**config.mk**
```make
export PLATFORM = sky130hd
export DESIGN_NAME = rom_fetch_ctrl
export DESIGN_NICKNAME = d
export VERILOG_FILES = /design/src/rtl/rom_fetch_ctrl.sv
export SDC_FILE = /design/constraint.sdc
export NUM_CORES = 1
export LEC_CHECK = 0
export BUFFER_PORTS_ARGS = -buffer_cell sky130_fd_sc_hd__buf_4
export CAP_MARGIN = 10
export CORE_ASPECT_RATIO = 1.25
export CORE_MARGIN = 2
export CORE_UTILIZATION = 56
export CTS_CLUSTER_SIZE = 40
export DETAILED_ROUTE_END_ITERATION = 10
export PLACE_DENSITY = 0.79
export SLEW_MARGIN = 20
export SYNTH_ARGS = -nofsm -noshare
export SYNTH_HDL_FRONTEND = slang
export SYNTH_SLANG_ARGS = --single-unit
```
**constraint.sdc**
```tcl
create_clock -name clka -period 5.35 [get_ports clka]
set_input_delay 0.8025 -clock clka [delete_from_list [all_inputs] [get_ports clka]]
set_output_delay 0.8025 -clock clka [all_outputs]
set_load 0.02 [all_outputs]
```
**src/rtl/rom_fetch_ctrl.sv**
```systemverilog
// ROM fetch controller: conditions step/load buttons and an auto-step tick into
// single-cycle ROM read requests, and holds the returned word for display.
module rom_fetch_ctrl #(
  parameter int ADDR_W   = 10,
  parameter int DATA_W   = 32,
  parameter int DB_COUNT = 1_000_000,
  parameter int AUTO_DIV = 50_000_000
) (
  input  logic              clka,
  input  logic              rst,
  input  logic              btn_step,
  input  logic              btn_load,
  input  logic              mode_auto,
  input  logic [ADDR_W-1:0] start_addr,
  input  logic [DATA_W-1:0] douta,
  output logic              ena,
  output logic [ADDR_W-1:0] addra,
  output logic [DATA_W-1:0] inst,
  output logic              inst_valid,
  output logic              busy
);

  localparam int DB_W   = $clog2(DB_COUNT);
  localparam int AUTO_W = $clog2(AUTO_DIV);

  typedef enum logic [1:0] {S_IDLE, S_REQ, S_WAIT} state_t;

  // Bit 0 carries the step button, bit 1 the load button.
  logic [1:0]        w_raw;
  logic [1:0]        r_sync1;
  logic [1:0]        r_sync2;
  logic [1:0]        r_db;
  logic [1:0]        r_db_q;
  logic [DB_W-1:0]   r_db_cnt [2];
  logic [1:0]        w_ev;
  logic              w_step_ev;
  logic              w_load_ev;

  logic              r_mode_s1;
  logic              r_mode_s2;
  logic [AUTO_W-1:0] r_div_cnt;
  logic              w_tick;
  logic              w_fetch_ev;

  state_t            r_state;
  state_t            w_next_state;
  logic [ADDR_W-1:0] r_pc;
  logic [DATA_W-1:0] r_inst;
  logic              r_inst_valid;

  assign w_raw = {btn_load, btn_step};

  // NOTE: sequential state uses non-blocking assignments so every flop samples
  // pre-edge values; blocking here would collapse the synchronizer chain.
  always_ff @(posedge clka or posedge rst) begin
    if (rst) begin
      r_sync1 <= '0;
      r_sync2 <= '0;
      r_db    <= '0;
      r_db_q  <= '0;
      for (int i = 0; i < 2; i++) r_db_cnt[i] <= '0;
    end else begin
      r_sync1 <= w_raw;
      r_sync2 <= r_sync1;
      r_db_q  <= r_db;
      for (int i = 0; i < 2; i++) begin
        if (r_sync2[i] == r_db[i]) begin
          r_db_cnt[i] <= '0;
        end else if (r_db_cnt[i] == DB_W'(DB_COUNT - 1)) begin
          r_db[i]     <= r_sync2[i];
          r_db_cnt[i] <= '0;
        end else begin
          r_db_cnt[i] <= r_db_cnt[i] + 1'b1;
        end
      end
    end
  end

  assign w_ev      = r_db & ~r_db_q;
  assign w_step_ev = w_ev[0];
  assign w_load_ev = w_ev[1];

  always_ff @(posedge clka or posedge rst) begin
    if (rst) begin
      r_mode_s1 <= 1'b0;
      r_mode_s2 <= 1'b0;
      r_div_cnt <= '0;
    end else begin
      r_mode_s1 <= mode_auto;
      r_mode_s2 <= r_mode_s1;
      if (!r_mode_s2 || r_div_cnt == AUTO_W'(AUTO_DIV - 1)) r_div_cnt <= '0;
      else                                                  r_div_cnt <= r_div_cnt + 1'b1;
    end
  end

  assign w_tick     = r_mode_s2 && (r_div_cnt == AUTO_W'(AUTO_DIV - 1));
  assign w_fetch_ev = w_step_ev | w_tick;

  // NOTE: the next state gets a default before the case so no path leaves it
  // unassigned, which would otherwise infer a latch.
  always_comb begin
    w_next_state = r_state;
    case (r_state)
      S_IDLE:  if (!w_load_ev && w_fetch_ev) w_next_state = S_REQ;
      S_REQ:   w_next_state = S_WAIT;
      S_WAIT:  w_next_state = S_IDLE;
      default: w_next_state = S_IDLE;
    endcase
  end

  // Events seen outside IDLE are simply ignored: nothing here queues them.
  always_ff @(posedge clka or posedge rst) begin
    if (rst) begin
      r_state      <= S_IDLE;
      r_pc         <= '0;
      r_inst       <= '0;
      r_inst_valid <= 1'b0;
    end else begin
      r_state      <= w_next_state;
      r_inst_valid <= 1'b0;
      if (r_state == S_IDLE && w_load_ev) r_pc <= start_addr;
      if (r_state == S_WAIT) begin
        r_inst       <= douta;
        r_inst_valid <= 1'b1;
        r_pc         <= r_pc + 1'b1;
      end
    end
  end

  assign ena        = (r_state == S_REQ);
  assign busy       = (r_state != S_IDLE);
  assign addra      = r_pc;
  assign inst       = r_inst;
  assign inst_valid = r_inst_valid;

endmodule
```
==> summary.md, run 1 <==
| Metric | Value |
|---|---|
| Met2 Use GR | `0.422` |
| GRT Util Overall | `0.248` |
| Num ports | `92` |
| Leakage power | `3.07 nW` |
| # clock sinks | `121` |
| Clock Root Buffer | `clkbuf_16` |
| Initial Utilization | `0.579` |
| Largest net degree at the start of global routing | `71` |
| F_max | `431 MHz` |
| Final TNS setup | `0 ns` |
| Final setup fails | `0` |
| Synth top area cells | `dfrtp_1 54%, nand2_1 8.3%, xor2_1 3.6%, nor2_1 3.0%, a21oi_1 2.8%` |
| Post-synth top cells | `124 x nand2_1, 121 x dfrtp_1, 45 x nor2_1, 31 x a21oi_1, 25 x nand3_1` |
| Htree depth | `4` |
| CTS tree | `built` |
| Cell taking the most area after synthesis | `dfrtp_1` |
| Longest Clk Path Bufs | `2` |
| Worst-margin pin slew | `0.969 ns` |
| Grt total ovfl | `0` |
| WL per Instance | `15.7 um` |
| Vias | `4687` |
| Min cycle time layout | `2.32 ns` |
| Critical-path cell list | `or2_2 > buf_4` |
| Min-Delay Path Depth | `0` |
| Slowest stage delay, CP | `0.55 ns` |
| Crit Path Category | `flip-flop to output pin` |
| Syn Area/Cell | `9.53 um2` |
| Syn nets | `638` |
| Synth async-reset ratio | `1.00` |
| Initial antenna violation count | `0` |
| Worst EP required | `4.55 ns` |
| Register area share after synthesis | `0.541` |
| DRT iter0 DRCs | `334` |
| CTS resizes | `0` |
| Yosys reg bits | `121` |
| CP Max Fanout | `17` |
| Die area | `10800 um2` |
| Critical Path Sink Type | `output pin` |
| Detailed Routing Iterations Pass 1 | `5` |
| Post-Route WL | `12.8 mm` |
| Row count | `40` |
| Post-CTS setup buffer count | `0` |
| Core area | `9660 um2` |
| Worst reg-to-reg path cell count | `4` |
| Share of cells above drive strength 1 | `0.202` |
| Most frequent cell after synthesis | `nand2_1` |
| Filler Cell Count | `667` |
| Post-CTS Hold Fix Bufs | `0` |
| Post-placement cell area | `6390 um2` |
| Fin area | `7060 um2` |
| Worst-path clk slew | `0.06 ns` |
| Peak VDD IR | `0.000251 V` |
| Syn Inst Count | `587` |
| HP Start | `r_mode_s1` |
| Slew Viols, Final | `0` |
| Unrepaired setup endpoints after global routing | `no` |
| DP HPWL | `8.46 mm` |
| Clock skew | `0.00499 ns` |
| Diodes inserted | `0` |
| TritonCTS buffer count | `17` |
| Pwr Density | `326 nW/um2` |
| Min-Delay Endpoint | `r_mode_s2` |
| Worst EP arrival | `1.52 ns` |
| DR DRC count | `0` |
| Post-layout util | `0.731` |
| Slew HR | `0.354` |
| Synth Flop Type | `dfrtp_1` |
| Hold Fails Final Rpt | `0` |
| Area of the mapped netlist | `5600 um2` |
| Reg-to-Reg Start | `r_db_cnt[32]` |
| Met1 Usage GRT | `0.310` |
| Met3 usage | `0.0592` |
| Hold Path Class | `flip-flop to flip-flop` |
| Vias per Instance | `5.75` |
| Wire length of the first global-routing pass | `21.2 mm` |
| Final net count | `727` |
| Area Growth Syn to Fin | `26.2%` |
| Post-route ant nets | `0` |
| Die Ht | `116 um` |
| Post-synth EDFFs | `0` |
| Outcome | `completed` |
| Vias in the first global route | `4653` |
| Yosys warnings | `0` |
| Max Cap Viol | `0` |
| IO Port Bufs | `91` |
| Total Power | `2.30 mW` |
| Yosys top cell area share | `0.541` |
| Unique cell type count in the Yosys netlist | `47` |
| Worst reg-to-reg setup slack | `3.11 ns` |
| Die X | `93.4 um` |
| Worst-skew pair later-pin latency | `0.41 ns` |
| RR Endpoint | `r_db_cnt[27]` |
| Hold slack | `0.353 ns` |
| Crit-path slowest cell | `dfrtp_1` |
| Final Cycle Share | `0.434` |
| Final Wtd Congestion | `0.812` |
| GR peak layer | `met2` |
| CP Launch Type | `flip-flop` |
how the worst max path moves through the flow:
stage                    start  cells after the start         to  slack, ns
floorplan                  rst                      1   addra[0]       1.33
global placement           rst                      3  r_db_q[0]       3.11
detailed placement  r_state[1]                      5   addra[4]       3.02
CTS                 r_state[1]                      5   addra[4]       2.98
global route        r_state[1]                      2       busy       2.96
finish              r_state[1]                      2       busy       3.03
layout by cell type, fill, tap and decap left out, types with 8 or more instances in the layout:
master and n:
dfrtp_1 121, xnor2_1 14, o21ai_0 20, or4_1 13, nand3_1 25, o31ai_1 12, and4_1 11, or3_1 13
nand4_1 24, nor2_1 45, nand2_1 124, xor2_1 23, and2_1 8, nor3_1 9, clkbuf_16 17, buf_4 94
a21oi_1 31, inv_1 11
registers in the layout, indices dropped and copies added (netlist names):
register and flops:
addra 10, inst 32, inst_valid 1, r_db 2, r_db_cnt 40, r_db_q 2, r_div_cnt 26, r_mode_s1 1
r_mode_s2 1, r_state 2, r_sync1 2, r_sync2 2
per-layer routing:
metal | wire (um) | vias to the layer above
met1 | 5220 | 2291
li1 | - | 2236
met4 | 248 | 0
met3 | 620 | 27
met2 | 6690 | 133
met5 | 0 | -
kinds of logic after synthesis:
| logic type | synth area share |
|---|---|
| AO/OA/AOI/OAI | 0.0901 |
| XOR/XNOR | 0.0579 |
| adder cells (fa/ha/maj) | 0.00894 |
| buffers and inverters | 0.0257 |
| flip-flops | 0.541 |
| multiplexers | 0.00760 |
| AND/OR/NAND/NOR | 0.269 |
critical path, delay by kind of cell, from the launching register on:
family	cells	cell delay, ns
buffers and inverters	1	0.17
DFF	1	0.55
and+or+nand+nor	1	0.38
metrics by stage:
step | setup WS [ns] | cells
after floorplan | 1.33 | 587
after global placement | 3.11 | 783
after detailed placement | 3.02 | 783
after CTS | 2.98 | 815
after global routing | 2.96 | 815
final | 3.03 | 815
power by group:
| group | internal, mW | leakage [nW] | total (mW) | switching [mW] |
|---|---|---|---|---|
| Combinational | 0.0302 | 1.27 | 0.0678 | 0.0376 |
| Clock | 0.894 | 0.325 | 1.30 | 0.407 |
| Sequential | 0.924 | 1.48 | 0.931 | 0.00706 |
area by class of cell:
class | count | area [um2] | share of cell area
Timing Repair Buffer | 94 | 706 | 0.0999
Multi-Input combinational cell | 429 | 2440 | 0.346
Inverter | 13 | 51.3 | 0.00726
Sequential cell | 121 | 3030 | 0.429
Tap cell | 126 | 158 | 0.0223
Clock inverter | 13 | 223 | 0.0315
Clock buffer | 19 | 453 | 0.0641
No activity file was read; power rests on OpenSTA's default activity.
==> run 2: changes to the inputs <==
- clock period: 5.35 -> 2.3 ns (I/O delays scaled with it)
==> run 2 against run 1 <==
Compared with the run above: the flow now finishes with violations (hold timing); worst setup slack worse by 2.8 ns; power up 110%; flip-flop and latch count unchanged; first-iteration DRC count down 7.5%; core utilization down 0.14 points; sequential power up 130%; critical path type is now flip-flop to flip-flop.
==> summary.md, run 2 (same netlist as run 1, synthesis figures left out) <==
| Metric | Value |
|---|---|
| Outcome | `finished, violations left` |
| Violated checks | `hold timing` |
| Detailed Routing Iterations Pass 1 | `4` |
| Met3 usage | `0.0715` |
| Post-Route WL | `12.5 mm` |
| Die Ht | `116 um` |
| Most common cell after layout, fill and taps aside | `nand2_1` |
| Worst EP arrival | `2.39 ns` |
| Initial Utilization | `0.579` |
| Share of cells above drive strength 1 | `0.205` |
| Diodes inserted | `0` |
| Final net count | `735` |
| DP HPWL | `8.55 mm` |
| Worst-margin pin slew | `0.730 ns` |
| Worst-skew pair later-pin latency | `0.41 ns` |
| Final Cycle Share | `0.910` |
| Pwr Density | `692 nW/um2` |
| GRT Util Overall | `0.243` |
| Worst EP required | `2.60 ns` |
| Row count | `40` |
| Die X | `93.4 um` |
| GR peak layer | `met2` |
| Fin cells | `822` |
| Worst reg-to-reg path cell count | `4` |
| Leakage power | `3.08 nW` |
| CTS resizes | `0` |
| Reg with most FFs | `r_db_cnt` |
| Vias per Instance | `5.68` |
| Slew HR | `0.512` |
| Hold slack | `-0.00567 ns` |
| Final Wtd Congestion | `0.909` |
| Final setup fails | `0` |
| Final TNS setup | `0 ns` |
| Slew Viols, Final | `0` |
| Min cycle time layout | `2.09 ns` |
| Register share of total power | `0.444` |
| DR DRC count | `0` |
| Max FFs per register | `40` |
| Area Growth Syn to Fin | `25.9%` |
| Wire length of the first global-routing pass | `20.7 mm` |
| Longest Clk Path Bufs | `2` |
| F_max | `478 MHz` |
| Clock skew | `0.00626 ns` |
| TritonCTS buffer count | `17` |
| Most frequent cells in the layout | `124 x nand2_1, 121 x dfrtp_1, 99 x buf_4` |
| # clock sinks | `121` |
| Hold Fails Final Rpt | `17` |
| Post-CTS Hold Fix Bufs | `0` |
| Hold Path Class | `primary input to async pin` |
| Unrepaired setup endpoints after global routing | `no` |
| Worst-path clk slew | `0.05 ns` |
| Post-CTS setup buffer count | `0` |
| Switch Pwr | `988 uW` |
| Vias in the first global route | `4548` |
| Crit Path Category | `flip-flop to flip-flop` |
| Core area | `9660 um2` |
| Die area | `10800 um2` |
| Grt total ovfl | `0` |
| CP Max Fanout | `5` |
| Clock Root Buffer | `clkbuf_16` |
| Htree depth | `4` |
| Combinational power share | `0.035` |
| CP Launch Type | `flip-flop` |
| Switching Fraction | `0.203` |
| Vias | `4669` |
| Met2 Use GR | `0.419` |
| CTS tree | `built` |
| Largest net degree at the start of global routing | `46` |
| Int Pwr | `3.89 mW` |
| Initial antenna violation count | `0` |
| IO Port Bufs | `91` |
| Max Cap Viol | `0` |
| Met1 Usage GRT | `0.293` |
| Dpl cells | `791` |
| DRT iter0 DRCs | `309` |
| Power share of the clock group | `0.521` |
| Peak VDD IR | `0.000479 V` |
| Post-route ant nets | `0` |
| WL per Instance | `15.2 um` |
| Critical Path Sink Type | `flip-flop` |
| Filler Cell Count | `706` |
| Num ports | `92` |
## run 2: cell types whose count changed in the layout (fill, tap and decap cells not counted), sizes merged
cell | previous run | this run
clkbuf | 19 | 22
buf | 94 | 102
bufinv | 6 | 2
clkinv | 4 | 6
clkinvlp | 3 | 2
inv | 13 | 12
## run 2: path summary, 6_finish.rpt
kind,from,endpoint,slack (ns)
hold reg to reg,r_sync1[1],r_sync2[1],0.35
hold / removal,rst,r_db_cnt[28],-0.006
setup reg to reg,r_db_cnt[32],r_db[0],0.21
setup / recovery,r_db_cnt[32],r_db[0],0.21
min in group clka,btn_step,r_sync1[0],0.03
max in group asynchronous,rst,r_db_cnt[0],1.70
## run 2: area by class of cell
type                       instances  area [um2]  share of cell area
tap                              126         158              0.0224
timing repair buffer             102         803               0.114
multi-input combinational        429        2430               0.345
clock inverter                     9        97.6              0.0138
inverter                          13        52.6             0.00746
clock buffer                      22         474              0.0673
sequential                       121        3030               0.430
## run 2: stage by stage
stage	power, mW	hold slack [ns]	setup slack [ns]	utilization	cell area, um2
2_1_floorplan	2.27	0.331	0.260	-	5600
3_3_place_gp	2.37	0.335	0.253	0.670	6480
3_5_place_dp	2.37	0.336	0.238	0.670	6480
4_1_cts	4.92	0.00227	0.213	0.730	7050
5_1_grt	5.05	0.0222	0.159	0.730	7050
6_report	4.88	-0.00567	0.206	0.730	7050
## run 2: routing by layer
| metal | vias up | share of wire |
|---|---|---|
| met5 | - | 0 |
| met1 | 2288 | 0.40 |
| met3 | 23 | 0.045 |
| met2 | 109 | 0.53 |
| met4 | 0 | 0.020 |
| li1 | 2249 | - |
## run 2: power by group through the flow
stage          logic, mW  registers [mW]  clock network [mW]
6_report           0.170            2.17                2.54
5_1_grt            0.190            2.17                2.69
4_1_cts            0.174            2.16                2.58
3_5_place_dp       0.172            2.20                   0
3_3_place_gp       0.169            2.20                   0
2_1_floorplan     0.0770            2.20                   0
## run 2: worst max-delay path: stages, from the launching register on
cell	delay (ns)
dfrtp_1	0.42
or4_1	0.54
or4_4	0.57
nor2_1	0.12
mux2_2	0.34
